File: src/rtl/hybrid_counter_reader.sv
// Read side of the hybrid sync/ripple error counter: freezes the counter, double-samples
// a settled count, presents it on a valid/ready port and drains steps held while frozen.
module hybrid_counter_reader #(
    parameter int Width        = 41,
    parameter int SyncWidth    = 4,
    parameter int SettleCycles = 8,
    parameter int HoldWidth    = 12
) (
    input  logic                 clk,
    input  logic                 reset,
    input  logic [SyncWidth-1:0] step_in,
    output logic [SyncWidth-1:0] step_out,
    input  logic [Width-1:0]     count_in,
    input  logic                 req,
    input  logic                 clr,
    output logic [Width-1:0]     snap,
    output logic                 snap_valid,
    input  logic                 snap_ready,
    output logic                 count_reset,
    output logic                 busy,
    output logic                 drop,
    output logic [2:0]           dbg_state,
    output logic [HoldWidth-1:0] dbg_hold
);

    typedef enum logic [2:0] {
        IDLE    = 3'd0,
        FREEZE  = 3'd1,
        SAMP_A  = 3'd2,
        SAMP_B  = 3'd3,
        CMP     = 3'd4,
        PRESENT = 3'd5,
        CLEAR   = 3'd6
    } state_t;

    localparam int CntW = (SettleCycles > 1) ? $clog2(SettleCycles) : 1;
    localparam int SumW = ((HoldWidth > SyncWidth) ? HoldWidth : SyncWidth) + 1;
    localparam logic [SumW-1:0] StepMax = SumW'((1 << SyncWidth) - 1);
    localparam logic [SumW-1:0] HoldMax = SumW'((1 << HoldWidth) - 1);

    state_t               state_q, state_d;
    logic [CntW-1:0]      cnt_q, cnt_d;
    logic [Width-1:0]     a_q, a_d, b_q, b_d, snap_q, snap_d;
    logic                 clr_q, clr_d;
    logic [HoldWidth-1:0] hold_q, hold_d;
    logic                 drop_q, drop_d;
    logic                 count_reset_q;

    logic [SumW-1:0]      avail, residual;
    logic [SyncWidth-1:0] step_c;
    logic                 overflow;

    // Steps pass only in IDLE; anything not forwarded is banked in hold and drained later.
    always_comb begin
        avail = SumW'(hold_q) + SumW'(step_in);
        step_c = '0;
        if (state_q == IDLE) begin
            step_c = (avail > StepMax) ? StepMax[SyncWidth-1:0] : avail[SyncWidth-1:0];
        end
        residual = avail - SumW'(step_c);
        overflow = (residual > HoldMax);
        hold_d   = overflow ? HoldMax[HoldWidth-1:0] : residual[HoldWidth-1:0];
        drop_d   = drop_q;
        if (state_q == CLEAR) begin
            drop_d = 1'b0;
        end
        if (overflow) begin
            drop_d = 1'b1;
        end
    end

    // Snapshot port: a transfer happens on a cycle where snap_valid && snap_ready; snap
    // stays constant while snap_valid is high and keeps its value after the transfer.
    always_comb begin
        state_d = state_q;
        cnt_d   = cnt_q;
        a_d     = a_q;
        b_d     = b_q;
        snap_d  = snap_q;
        clr_d   = clr_q;
        case (state_q)
            IDLE: begin
                cnt_d = '0;
                if (req) begin
                    clr_d   = clr;
                    state_d = FREEZE;
                end
            end
            FREEZE: begin
                if (cnt_q == CntW'(SettleCycles - 1)) begin
                    state_d = SAMP_A;
                end else begin
                    cnt_d = cnt_q + CntW'(1);
                end
            end
            SAMP_A: begin
                a_d     = count_in;
                state_d = SAMP_B;
            end
            SAMP_B: begin
                b_d     = count_in;
                state_d = CMP;
            end
            CMP: begin
                if (a_q == b_q) begin
                    snap_d  = a_q;
                    state_d = PRESENT;
                end else begin
                    a_d     = b_q;
                    state_d = SAMP_B;
                end
            end
            PRESENT: begin
                if (snap_ready) begin
                    state_d = clr_q ? CLEAR : IDLE;
                end
            end
            CLEAR:   state_d = IDLE;
            default: state_d = IDLE;
        endcase
    end

    always_ff @(posedge clk or posedge reset) begin
        if (reset) begin
            state_q       <= IDLE;
            cnt_q         <= '0;
            a_q           <= '0;
            b_q           <= '0;
            snap_q        <= '0;
            clr_q         <= 1'b0;
            hold_q        <= '0;
            drop_q        <= 1'b0;
            count_reset_q <= 1'b0;
        end else begin
            state_q       <= state_d;
            cnt_q         <= cnt_d;
            a_q           <= a_d;
            b_q           <= b_d;
            snap_q        <= snap_d;
            clr_q         <= clr_d;
            hold_q        <= hold_d;
            drop_q        <= drop_d;
            count_reset_q <= (state_d == CLEAR);
        end
    end

    assign step_out    = step_c;
    assign snap        = snap_q;
    assign snap_valid  = (state_q == PRESENT);
    assign count_reset = count_reset_q;
    assign busy        = (state_q != IDLE);
    assign drop        = drop_q;
    assign dbg_state   = state_q;
    assign dbg_hold    = hold_q;

endmodule

File: config.mk
export PLATFORM = sky130hd
export DESIGN_NAME = hybrid_counter_reader
export DESIGN_NICKNAME = d
export VERILOG_FILES = /design/src/rtl/hybrid_counter_reader.sv
export SDC_FILE = /design/constraint.sdc
export NUM_CORES = 1
export LEC_CHECK = 0
export ABC_CLOCK_PERIOD_IN_PS = 9600
export CAP_MARGIN = 10
export CORE_MARGIN = 2
export CORE_UTILIZATION = 50
export DETAILED_ROUTE_END_ITERATION = 7
export DONT_BUFFER_PORTS = 1
export SYNTH_ARGS = -nofsm -noshare
export SYNTH_HDL_FRONTEND = slang
export SYNTH_SLANG_ARGS = --single-unit
File: constraint.sdc
create_clock -name clk -period 9.6 [get_ports clk]
set_clock_uncertainty 0.05 [all_clocks]
set_input_delay 0.48 -clock clk [delete_from_list [all_inputs] [get_ports clk]]
set_output_delay 0.48 -clock clk [all_outputs]
set_load 0.02 [all_outputs]
* Word level (Yosys, flattened, before mapping)
Index checks and enable logic that the tools add are counted.
** Word-level totals
- Register bits after elaboration :: 144
- Bits of input ports :: 50
- Output and inout bits :: 64
- Logic and storage cells :: 49
** Cells by class
- $add $sub $neg :: 3
- Order comparisons :: 2
- Equality and inequality tests :: 11
- Multiplexer cells :: 15
- Reduce and logical (&&, ||, !) cells :: 9
** Operator list (count)
- 41-bit case mux with 2 select lines :: 1
- 41-bit == test :: 1
- 41-bit 2-to-1 mux :: 1
- 3-bit 2-to-1 mux :: 6
- 3-bit case mux with 6 select lines :: 1
- 3-bit == test, second input constant :: 5
- 12-bit by 4-bit adder with 13-bit output :: 1
- 13-bit by 12-bit greater-than comparator with 1-bit output, second input constant :: 1
- 13-bit by 4-bit greater-than comparator with 1-bit output, second input constant :: 1
- 13-bit by 4-bit subtractor with 13-bit output :: 1
- 12-bit 2-to-1 mux :: 1
- 4-bit 2-to-1 mux :: 2
- 2-bit AND reduction :: 4
- 3-bit by 2-bit == test with 1-bit output, second input constant :: 2
- 3-bit case mux with 2 select lines :: 1
- 2-bit nonzero test :: 3
- 2-bit inequality test, second input constant :: 2
- 3-bit by 1-bit adder with 3-bit output, second input constant :: 1
- 3-bit by 1-bit == test with 1-bit output, second input constant :: 1
- 3-bit logical NOT :: 1
- 3-bit nonzero test :: 1
- 1-bit 2-to-1 mux :: 2

* Logic depth before layout (Yosys ltp)
- Depth in word-level cells :: 7
- Gate-level depth with buffers :: 18
- Depth with buffers taken out :: 17

* Least setup slack after synthesis
No wires, ideal clock.
- Kind :: register -> register
- Start :: reg hold_q[0] (netlist: dbg_hold[0])
- End :: reg hold_q[3] (netlist: dbg_hold[3])
- Library setup time :: 0.134 ns
- Arrival :: 4.122 ns
- Required time :: 9.416 ns
- Setup slack :: 5.295 ns
- Cell stages (with the launch flop) :: 19
- Path buffers :: 1
- Period minus slack after synthesis :: 4.305 ns
- Cell sequence :: dfrtp_1 -> ha_1 -> inv_1 -> fa_1 -> nand2b_1 -> a211oi_4 -> and4bb_1 -> o221ai_2 -> nor2_4 -> a21oi_1 -> ha_1 -> inv_1 -> ha_1 -> a21oi_1 -> a21oi_1 -> nor2_1 -> o22a_1 -> buf_2 -> o31ai_1
** Between the ends
- Longest elaborated chain between the ends :: 7
** Ends and longest elaborated chain
- start: declaration :: RTL line 45 : logic [HoldWidth-1:0] hold_q, hold_d;
- start signal: assignment :: RTL line 141 : hold_q <= hold_d;
- 12-bit by 4-bit adder with 13-bit output * :: RTL line 55 : avail = SumW'(hold_q) + SumW'(step_in);
- 13-bit by 4-bit greater-than comparator with 1-bit output :: RTL line 58 : step_c = (avail > StepMax) ? StepMax[SyncWidth-1:0] : avail[SyncWidth-1:0];
- 4-bit 2-to-1 mux * :: RTL line 58
- 4-bit 2-to-1 mux * :: RTL line 57 : if (state_q == IDLE) begin
- via step_out[0] :: RTL line 12 : output logic [SyncWidth-1:0] step_out,
- 13-bit by 4-bit subtractor with 13-bit output * :: RTL line 60 : residual = avail - SumW'(step_c);
- 13-bit by 12-bit greater-than comparator with 1-bit output :: RTL line 61 : overflow = (residual > HoldMax);
- 12-bit 2-to-1 mux * :: RTL line 62 : hold_d = overflow ? HoldMax[HoldWidth-1:0] : residual[HoldWidth-1:0];
- via hold_d[3] :: RTL line 45
The timed path passes the listed nets; every way through them passes the cells marked *.
A chain may end at the register's enable or synchronous reset.

* Worst setup path in the final report
Ends and elaborated chain as after synthesis.

==> metrics.md <==
| Metric | Value |
|---|---|
| Status | `finished clean` |
| Mapped Area | `7110 um2` |
| Critical Path Source Type | `flop` |
| HP Class | `input port to flop` |
| Slew HR | `0.310` |
| Starting Density | `0.512` |
| Final Max Slew Viols | `0` |
| Crit path required time | `9.82 ns` |
| Core Rows | `43` |
| # diodes | `0` |
| Max Root-Sink Buffers | `2` |
| Clock slew seen by the registers of the worst setup and hold paths | `0.06 ns` |
| Skew-Pair Late Insertion Delay | `0.41 ns` |
| Sequential share of the synthesized area | `0.507` |
| Post-DP HPWL | `10.3 mm` |
| Setup TNS | `0 ns` |
| Yosys top cell area share | `0.507` |
| Largest family of logic cells by synthesized area | `multiplexers` |
| Crit Path Category | `flop to flop` |
| Pleak | `3.26 nW` |
| Tightest Pin Transition | `1.03 ns` |
| Final period util | `0.516` |
| Final hold vios | `0` |
| CTS root buf | `clkbuf_16` |
| Vias per Instance | `5.77` |
| Post-place setup slack | `4.66 ns` |
| Ys async rst share | `1.00` |
| Max stage delay cell, worst path | `a21oi_1` |
| Post-CTS setup buffer count | `0` |
| Count leader, synth | `dfrtp_1` |
| Area occupied by multi-input gates | `3380 um2` |
| # clock sinks | `144` |
| Die Span X | `123 um` |
| Warnings, synthesis | `0` |
| Power per cell area | `322 nW/um2` |
| DRC Markers | `0` |
| Synth top area cells | `dfrtp_1 (51%), mux2_2 (13%), mux2i_1 (6.1%)` |
| Die area | `15200 um2` |
| Fin area | `7940 um2` |
| Worst path cell trace | `ha_1 > inv_1 > fa_1 > nand2b_1 > a21oi_2 > a21oi_1 > o221ai_2 > nor2_4 > a21oi_1 > ha_1 > inv_1 > ha_1 > a21oi_1 > a21oi_1 > nor2_1 > o22a_1 > o31ai_1` |
| Fraction of layout instances using a drive strength above 1 | `0.223` |
| Post-Route WL | `15.4 mm` |
| #FFs+latches synth | `144` |
| F_max | `202 MHz` |
| Mapped Cells | `618` |
| Nets | `674` |
| Unique masters post-synth | `55` |
| Syn nets | `677` |
| Post-Syn Area per Cell | `11.5 um2` |
| Slowest stage delay, CP | `0.51 ns` |
| Post-synthesis xor/xnor area fraction | `0.0653` |
| First-pass GRT wire length | `24.5 mm` |
| Total grt overflow | `0` |
| Crit. End Element | `flop` |
| Ports | `114` |
| CP most frequent cell | `a21oi_1` |
| List of most frequent post-synthesis cells | `dfrtp_1 (144), mux2_2 (84), a21oi_1 (60)` |
| Drt first-iter violations | `212` |
| Area grow syn2layout | `11.7%` |
| Fill cells | `1192` |
| WP depth | `17` |
| Vias post-DR | `4662` |
| Top cell family by delay on the critical path | `compound AO/OA/AOI/OAI gates` |
| CP arrival | `5.17 ns` |
| Top cell type by total area after synthesis | `dfrtp_1` |
| Worst path bufs/invs | `2` |
| Core Util, Final | `0.572` |
| Core region area | `13900 um2` |
| # setup viols final | `0` |
| Max Cap Violations | `0` |
| Multiplexer share of the synthesized area | `0.193` |
| Largest net degree at the start of global routing | `83` |
| Cell area after placement | `7290 um2` |
| CTS tree | `built` |
| Drt wl/cell | `19.0 um` |
| EDFF count, synth | `0` |
| Die H | `123 um` |
| Post-synthesis simple-gate area fraction | `0.109` |
| ANT nets after route | `0` |
| Reg2Reg Setup Slack | `4.65 ns` |
| Routability Congestion | `0.878` |
| Register-to-Register Path Depth | `17` |
| Clock buffer count from CTS | `17` |
| Tmin final | `4.95 ns` |
| Port Buf Inserts | `0` |
| Post-Synth Adder-Cell Area | `0.0169` |
| 1st-pass router iterations | `4` |
| CTS H-Tree Depth | `4` |
| Reg area | `3600 um2` |
| Vias in the first global route | `4708` |
| RSZ-0062 raised after global routing | `false` |
| Synth Flop Type | `dfrtp_1` |
| Critical-path maximum fanout | `12` |
| Peak supply drop | `0.140 mV` |
| Hold path depth | `2` |
| Final worst slack | `4.65 ns` |
| Initial antenna violation count | `0` |
| GR Util All Layers | `0.213` |
| Synth Area in Compound Gates | `0.0883` |
-- cells in the final DEF, fill, tap and decap left out, drive strengths merged, types with 5 or more instances in the layout --
cell	n
o31ai	5
nor3	7
ha	8
nor4	7
nand2	23
mux2	84
or2	5
and2	6
mux2i	43
nor2	56
clkbuf	23
nand2b	5
nand3	11
inv	11
dfrtp	144
buf	5
xor2	5
xnor2	48
a21oi	61
o21ai	9
nand4	9
-- cell type report --
class / count / area share
clock buffers: 23 / 0.0614
repair buffers: 6 / 0.00599
well taps: 180 / 0.0284
inverters: 11 / 0.00583
flip-flops and latches: 144 / 0.454
multi-input cells: 435 / 0.425
clock inverters: 9 / 0.0194
-- state kept, by name, indices dropped and copies added, names as in the netlist --
name         cells
drop             1
dbg_state        3
snap            41
dbg_hold        12
clr_q            1
count_reset      1
b_q             41
a_q             41
cnt_q            3
-- per-layer routing --
metal  wire, um  track usage  vias to the layer above
li1           -            -                     2186
met2       7250        0.334                       96
met5          0            0                        -
met4        211       0.0696                        0
met1       6700        0.276                     2363
met3       1200       0.0756                       17
-- where the power goes --
| part | total (W) | switching (W) | internal, W |
|---|---|---|---|
| registers | 0.00102 | 0.000229 | 0.000794 |
| clock network | 0.000711 | 0.000248 | 0.000462 |
| logic | 0.000822 | 0.000439 | 0.000383 |
-- metrics by stage --
stage / instances / hold slack, ns / total power, W
2_1_floorplan: 618 / 0.427 / 0.00165
3_3_place_gp: 775 / 0.402 / 0.00183
3_5_place_dp: 775 / 0.411 / 0.00186
4_1_cts: 808 / 0.144 / 0.00258
5_1_grt: 808 / 0.143 / 0.00273
6_report: 808 / 0.162 / 0.00256
-- logic make-up after synthesis --
kind of cell	after synthesis
multiplexers	127
XOR/XNOR	53
adder cells (fa/ha/maj)	9
AO/OA/AOI/OAI	97
buffers and inverters	39
AND/OR/NAND/NOR	149
flip-flops	144
-- worst reg2reg max path: stages (launching register included) --
cell      delay (ns)
dfrtp_1         0.46
ha_1            0.25
inv_1           0.07
fa_1            0.44
nand2b_1        0.24
a21oi_2         0.38
a21oi_1         0.16
o221ai_2        0.34
nor2_4          0.10
a21oi_1         0.51
ha_1            0.40
inv_1           0.13
ha_1            0.23
a21oi_1         0.25
a21oi_1         0.09
nor2_1          0.13
o22a_1          0.44
o31ai_1         0.15
-- worst paths after layout --
path,startpoint,to
worst max-delay path,dbg_hold[0],dbg_hold[3]
min in group asynchronous,reset,cnt_q[2]
worst min-delay path,snap_ready,count_reset
worst min register to register,cnt_q[2],cnt_q[2]
worst max register to register,dbg_hold[0],dbg_hold[3]
max in group asynchronous,reset,b_q[24]
-- timing repair --
action / CTS / global route
hold endpoints to repair: 62 / 0
hold buffers: 1 / 0
gates resized for setup: 0 / 0
Note: power is estimated with default switching activity, not from simulation.
